===== src/rtl/arb_pkg.sv =====
// Shared definitions for the two-requester memory port arbiter:
// FSM state encoding, default memory latency, wait-counter width and the
// arbitration pick function.
package arb_pkg;

    // Arbiter FSM states; exactly one transaction is in flight outside IDLE.
    typedef enum logic [1:0] {
        IDLE  = 2'd0,
        ISSUE = 2'd1,
        WAIT  = 2'd2,
        DONE  = 2'd3
    } state_t;

    // Default memory read latency (mem_en to valid mem_rdata), legal 1..7.
    localparam int unsigned LATENCY_DEF = 2;

    // WAIT down-counter width; holds LATENCY-1 for any legal latency.
    localparam int unsigned CNT_W = 3;

    // Requester choice: a lone request wins outright, a contended request
    // goes to whoever was not served last (1 = requester 1).
    function automatic logic arb_pick(input logic r0, input logic r1, input logic last);
        if (r0 && r1) begin
            return ~last;
        end
        return r1;
    endfunction

endpackage


===== src/rtl/MUX_32b_2_1.sv =====
// Two-input word multiplexer used on the arbiter address and write-data paths.
// Ports:
//   in0, in1 : data inputs (in0 selected when s = 0)
//   s        : select
//   y        : selected word
module MUX_32b_2_1 #(
    parameter int unsigned W = 32
) (
    input  logic [W-1:0] in0,
    input  logic [W-1:0] in1,
    input  logic         s,
    output logic [W-1:0] y
);

    assign y = s ? in1 : in0;

endmodule


===== src/rtl/mem_port_arbiter.sv =====
// Two-requester arbiter for a single memory port. One transaction at a time
// runs IDLE -> ISSUE -> WAIT (LATENCY cycles) -> DONE. Contended requests
// alternate, starting with requester 0 after reset.
// Ports:
//   clk, rst            : clock, asynchronous active-high reset
//   req0/1              : level transaction requests, held until done
//   addr0/1, wdata0/1   : requester address / write data
//   we0/1               : requester write enable (1 = write)
//   gnt0/1              : requester owns the port (ISSUE..DONE)
//   done0/1             : one-cycle completion pulse
//   rdata               : captured read data, valid with done on a read
//   mem_en, mem_we      : memory strobe / write enable (ISSUE only)
//   mem_addr, mem_wdata : selected requester's address / write data
//   mem_rdata           : memory read data
//   sel                 : current mux select (0 = requester 0)
//   busy                : FSM not in IDLE
module mem_port_arbiter
    import arb_pkg::*;
#(
    parameter int unsigned DATA_W  = 32,
    parameter int unsigned LATENCY = LATENCY_DEF
) (
    input  logic              clk,
    input  logic              rst,
    input  logic              req0,
    input  logic              req1,
    input  logic [DATA_W-1:0] addr0,
    input  logic [DATA_W-1:0] addr1,
    input  logic [DATA_W-1:0] wdata0,
    input  logic [DATA_W-1:0] wdata1,
    input  logic              we0,
    input  logic              we1,
    output logic              gnt0,
    output logic              gnt1,
    output logic              done0,
    output logic              done1,
    output logic [DATA_W-1:0] rdata,
    output logic              mem_en,
    output logic              mem_we,
    output logic [DATA_W-1:0] mem_addr,
    output logic [DATA_W-1:0] mem_wdata,
    input  logic [DATA_W-1:0] mem_rdata,
    output logic              sel,
    output logic              busy
);

    state_t           state;
    logic [CNT_W-1:0] cnt;
    logic             last;
    logic             pick_c;
    logic             we_sel_c;

    // Arbitration decision, used only while IDLE.
    assign pick_c   = arb_pick(req0, req1, last);

    // Write enable of the owning requester; requesters hold it until done.
    assign we_sel_c = sel ? we1 : we0;

    // Address and write-data paths steered by the registered select.
    MUX_32b_2_1 #(
        .W (DATA_W)
    ) u_addr_mux (
        .in0 (addr0),
        .in1 (addr1),
        .s   (sel),
        .y   (mem_addr)
    );

    MUX_32b_2_1 #(
        .W (DATA_W)
    ) u_wdata_mux (
        .in0 (wdata0),
        .in1 (wdata1),
        .s   (sel),
        .y   (mem_wdata)
    );

    // Arbiter FSM; every output is registered alongside the state transition
    // so it is already valid in the state it belongs to.
    always_ff @(posedge clk or posedge rst) begin
        if (rst) begin
            state  <= IDLE;
            cnt    <= '0;
            last   <= 1'b1;
            sel    <= 1'b0;
            gnt0   <= 1'b0;
            gnt1   <= 1'b0;
            done0  <= 1'b0;
            done1  <= 1'b0;
            mem_en <= 1'b0;
            mem_we <= 1'b0;
            busy   <= 1'b0;
            rdata  <= '0;
        end else begin
            // Single-cycle strobes default low.
            done0  <= 1'b0;
            done1  <= 1'b0;
            mem_en <= 1'b0;
            mem_we <= 1'b0;

            case (state)
                IDLE: begin
                    if (req0 || req1) begin
                        state  <= ISSUE;
                        sel    <= pick_c;
                        gnt0   <= ~pick_c;
                        gnt1   <= pick_c;
                        busy   <= 1'b1;
                        mem_en <= 1'b1;
                        mem_we <= pick_c ? we1 : we0;
                    end
                end

                ISSUE: begin
                    state <= WAIT;
                    cnt   <= CNT_W'(LATENCY - 1);
                end

                WAIT: begin
                    if (cnt == '0) begin
                        // Final wait cycle: memory data is valid now.
                        state <= DONE;
                        done0 <= ~sel;
                        done1 <= sel;
                        if (!we_sel_c) begin
                            rdata <= mem_rdata;
                        end
                    end else begin
                        cnt <= cnt - CNT_W'(1);
                    end
                end

                DONE: begin
                    state <= IDLE;
                    last  <= sel;
                    gnt0  <= 1'b0;
                    gnt1  <= 1'b0;
                    busy  <= 1'b0;
                end

                default: begin
                    state <= IDLE;
                end
            endcase
        end
    end

endmodule

===== config.mk =====
export PLATFORM = sky130hd
export DESIGN_NAME = mem_port_arbiter
export DESIGN_NICKNAME = d
export VERILOG_FILES = /design/src/rtl/arb_pkg.sv /design/src/rtl/MUX_32b_2_1.sv /design/src/rtl/mem_port_arbiter.sv
export SDC_FILE = /design/constraint.sdc
export NUM_CORES = 1
export LEC_CHECK = 0
export CAP_MARGIN = 20
export CORE_ASPECT_RATIO = 0.8
export CORE_MARGIN = 2
export CORE_UTILIZATION = 27
export DETAILED_ROUTE_END_ITERATION = 6
export PLACE_DENSITY = 0.77
export SLEW_MARGIN = 20
export SYNTH_ARGS = -nofsm -noshare
export SYNTH_HDL_FRONTEND = slang
export SYNTH_SLANG_ARGS = --single-unit
export TNS_END_PERCENT = 100

===== constraint.sdc =====
create_clock -name clk -period 1.5 [get_ports clk]
set_input_delay 0.3 -clock clk [delete_from_list [all_inputs] [get_ports clk]]
set_output_delay 0.3 -clock clk [all_outputs]
set_load 0.005 [all_outputs]

==> flow_summary.ini, run 1 <==
[worst_setup_path]
path_max_fanout = 7
crit_required_ns = 1.20
cp_top_family = buffers and inverters
crit_chain = buf_12, buf_12, buf_8, mux2_4, buf_6
cp.arrival_ns = 1.55
critPathMaxStageDelay_ns = 0.43
crit_top_cell = buf_12
crit_type = reg2out
rrSetupSlack_ns = -0.28
cp_num_buf_inv = 4
crit_slowest_cell = dfrtp_2
startpoint_type = flop
critPathLaunch = sel
worstReg2RegStart = sel
cp-end-kind = output pin

[cells_and_area]
mostFrequentLayoutCells = clkdlybuf4s50_1 (191), mux2_2 (59), dfrtp_1 (44), mux2_4 (39), buf_6 (30)
area_delta_synth_final_pct = 125
final_nets = 677
fin_util = 0.634
drive_gt1_frac = 0.427
final_common_cell = clkdlybuf4s50_1
stdcell_count = 643

[pwr]
swShare = 0.304
clockPowerShare = 0.127
p_comb_frac = 0.655
powerDensity_nw_per_um2 = 1630
leakage_nw = 2.93
irDropWorstVdd_mv = 0.919
switching_power_mw = 3.08
seqPwrFrac = 0.219
p_int_mw = 7.05

[die]
fp.dieArea_sq_um = 11000
io_pins = 270
die_h_microns = 94.3
die_x_microns = 117
core_sq_um = 9770
num_rows = 32
start_util = 0.282

[sta]
fin_skew_ns = 0.00791
setup_viol = 98
tightest_slew_ns = 0.537
clock.fmax_mhz = 541
fin_ws_ns = -0.348
fin_crit_ns = 1.85
slew_headroom = 0.641
slew_violations = 0
hold_viol = 0
period_share = 1.23
rsz0062_at_grt = yes
setup_tns_ns = -26.54

[global_routing]
grt_max_degree = 24
antenna_found_initial = 1
grt_pass1_vias = 3111
track_usage = 0.214
grt_pass1_wl_mm = 17.4
gr-total-overflow = 0

[run]
cap_violations = 0

[routing]
routed_wirelength_mm = 12.5
first_pass_iters = 4
wl_per_cell_microns = 19.4
drcViolationCount = 0
drt_iter0_drc = 61
vias = 2877
ant_nets = 0
via_per_inst = 4.47

[placement]
portBuffers = 269
dp.cells = 608
dp_hpwl_mm = 9.32
place.gp.congestion = 0.830
pre_cts_ws_ns = -0.336

[yosys]
ys_types = 27
synth_compound_area_frac = 0.0405
synthAdderAreaFrac = 0.0273
synth_top_family_by_area = multiplexers
syn_avg_cell_area_sq_um = 13.9
syn_nets = 370
syn-cell-area_sq_um = 2750
ys_ff_latch = 46
ys_seq_area_frac = 0.419
yosys_warnings = 0
synthXorXnorAreaFrac = 0
synthesis.instances = 198
synth_mux_area_frac = 0.449
yosys.area_share.simple = 0.0237

[hold_path]
hold_path_class = in2async

[clocking]
cts-root-buf = clkbuf_16
htreeDepth = 2
cts_num_sinks = 46
clk_pin_slew_ns = 0.07
numCtsBuffers = 5
cts_tree = done
clock_path_buffers = 2
insertion_delay_ns = 0.29

[status]
violations = setup timing
status = finished, violations left
## worst paths after layout
kind | to | cells past startpoint
setup reg to reg | rdata[16] | 7
hold / removal | rdata[19] | 3
hold reg to reg | rdata[30] | 1
max in group asynchronous | last | 3
setup / recovery | mem_wdata[22] | 5
min in group clk | rdata[30] | 1
## per-stage QoR
| stage | area (sq um) | hold WS [ns] | power [mW] |
|---|---|---|---|
| 2_1_floorplan | 2760 | 0.404 | 4.80 |
| 3_3_place_gp | 5710 | 0.473 | 7.87 |
| 3_5_place_dp | 5710 | 0.494 | 8.01 |
| 4_1_cts | 6110 | 0.383 | 10.0 |
| 5_1_grt | 6200 | 0.410 | 10.7 |
| 6_report | 6200 | 0.369 | 10.1 |
## sequential cells by signal (all words and copies together), names as in the netlist
register and count:
mem_we 1, mem_en 1, busy 1, done0 1, gnt0 1, rdata 32, cnt 3, last 1
state 2, done1 1, sel 1, gnt1 1
## cell families after synthesis
| group | after synthesis |
|---|---|
| adders and majority gates | 6 |
| AOI/OAI and AO/OA | 15 |
| buffers and inverters | 19 |
| DFF | 46 |
| and+or+nand+nor | 12 |
| muxes | 100 |
## synth_stat cells
library cell,n,area [sq um]
nand3_2,1,10.0
clkbuf_1,1,3.75
nor2_1,3,11.3
mux2_2,68,766
mux2i_1,2,20.0
mux2_4,30,450
buf_2,7,35.0
a31oi_1,2,12.5
inv_1,7,26.3
dfstp_2,1,26.3
a21oi_1,1,5.00
ha_1,6,75.1
nand3_1,1,5.00
a21boi_0,2,15.0
dfrtp_1,45,1130
o21ai_0,3,15.0
a22o_1,1,8.76
buf_6,4,45.0
o22a_1,1,8.76
o2bb2ai_1,2,17.5
nand2_1,2,7.51
a32o_1,1,10.0
and3_1,1,6.26
nand2b_1,2,12.5
o21ba_2,1,10.0
a32oi_1,1,8.76
nor2b_1,2,12.5
## worst min-delay path: stages
cell and delay, ns:
clkdlybuf4s50_1 0.41, clkinv_1 0.06, buf_4 0.27
## repair_timing
item,4_1_cts,5_1_grt
buffers inserted,15,10
resized for setup,252,48
gates cloned,5,1
pin swaps,1,2
setup endpoints to repair,99,115
hold buffers,0,0
## layer usage
metal	global-route usage	vias up	share of wire
met2	0.382	140	0.50
li1	-	1332	-
met4	0.0814	0	0.029
met3	0.0594	26	0.079
met1	0.243	1379	0.39
met5	0	-	0
## area by class of cell
class / count / area [sq um]
Clock inverter: 3 / 43.8
Clock buffer: 5 / 125
Timing Repair Buffer: 312 / 3090
Fill cell: 807 / 3570
Multi-Input combinational cell: 133 / 1590
Inverter: 7 / 26.3
Antenna cell: 1 / 2.50
Sequential cell: 46 / 1150
Tap cell: 136 / 170
## power groups by stage
stage / Combinational (mW) / Sequential, mW / Clock [mW]
floorplan: 2.59 / 2.21 / 0
global placement: 5.67 / 2.20 / 0
detailed placement: 5.80 / 2.21 / 0
CTS: 6.53 / 2.20 / 1.29
global route: 7.01 / 2.28 / 1.35
finish: 6.63 / 2.21 / 1.28
Note: power is estimated with default switching activity, not from simulation.
==> inputs of run 2 (changes only) <==
--- a/config.mk
+++ b/config.mk
@@ -10,6 +10,7 @@
 export CORE_MARGIN = 2
 export CORE_UTILIZATION = 27
 export DETAILED_ROUTE_END_ITERATION = 6
+export GPL_TIMING_DRIVEN = 1
 export PLACE_DENSITY = 0.77
 export SLEW_MARGIN = 20
 export SYNTH_ARGS = -nofsm -noshare
==> results of run 2 <==
No change in the layout: final DEF, timing and power equal those of run 1.
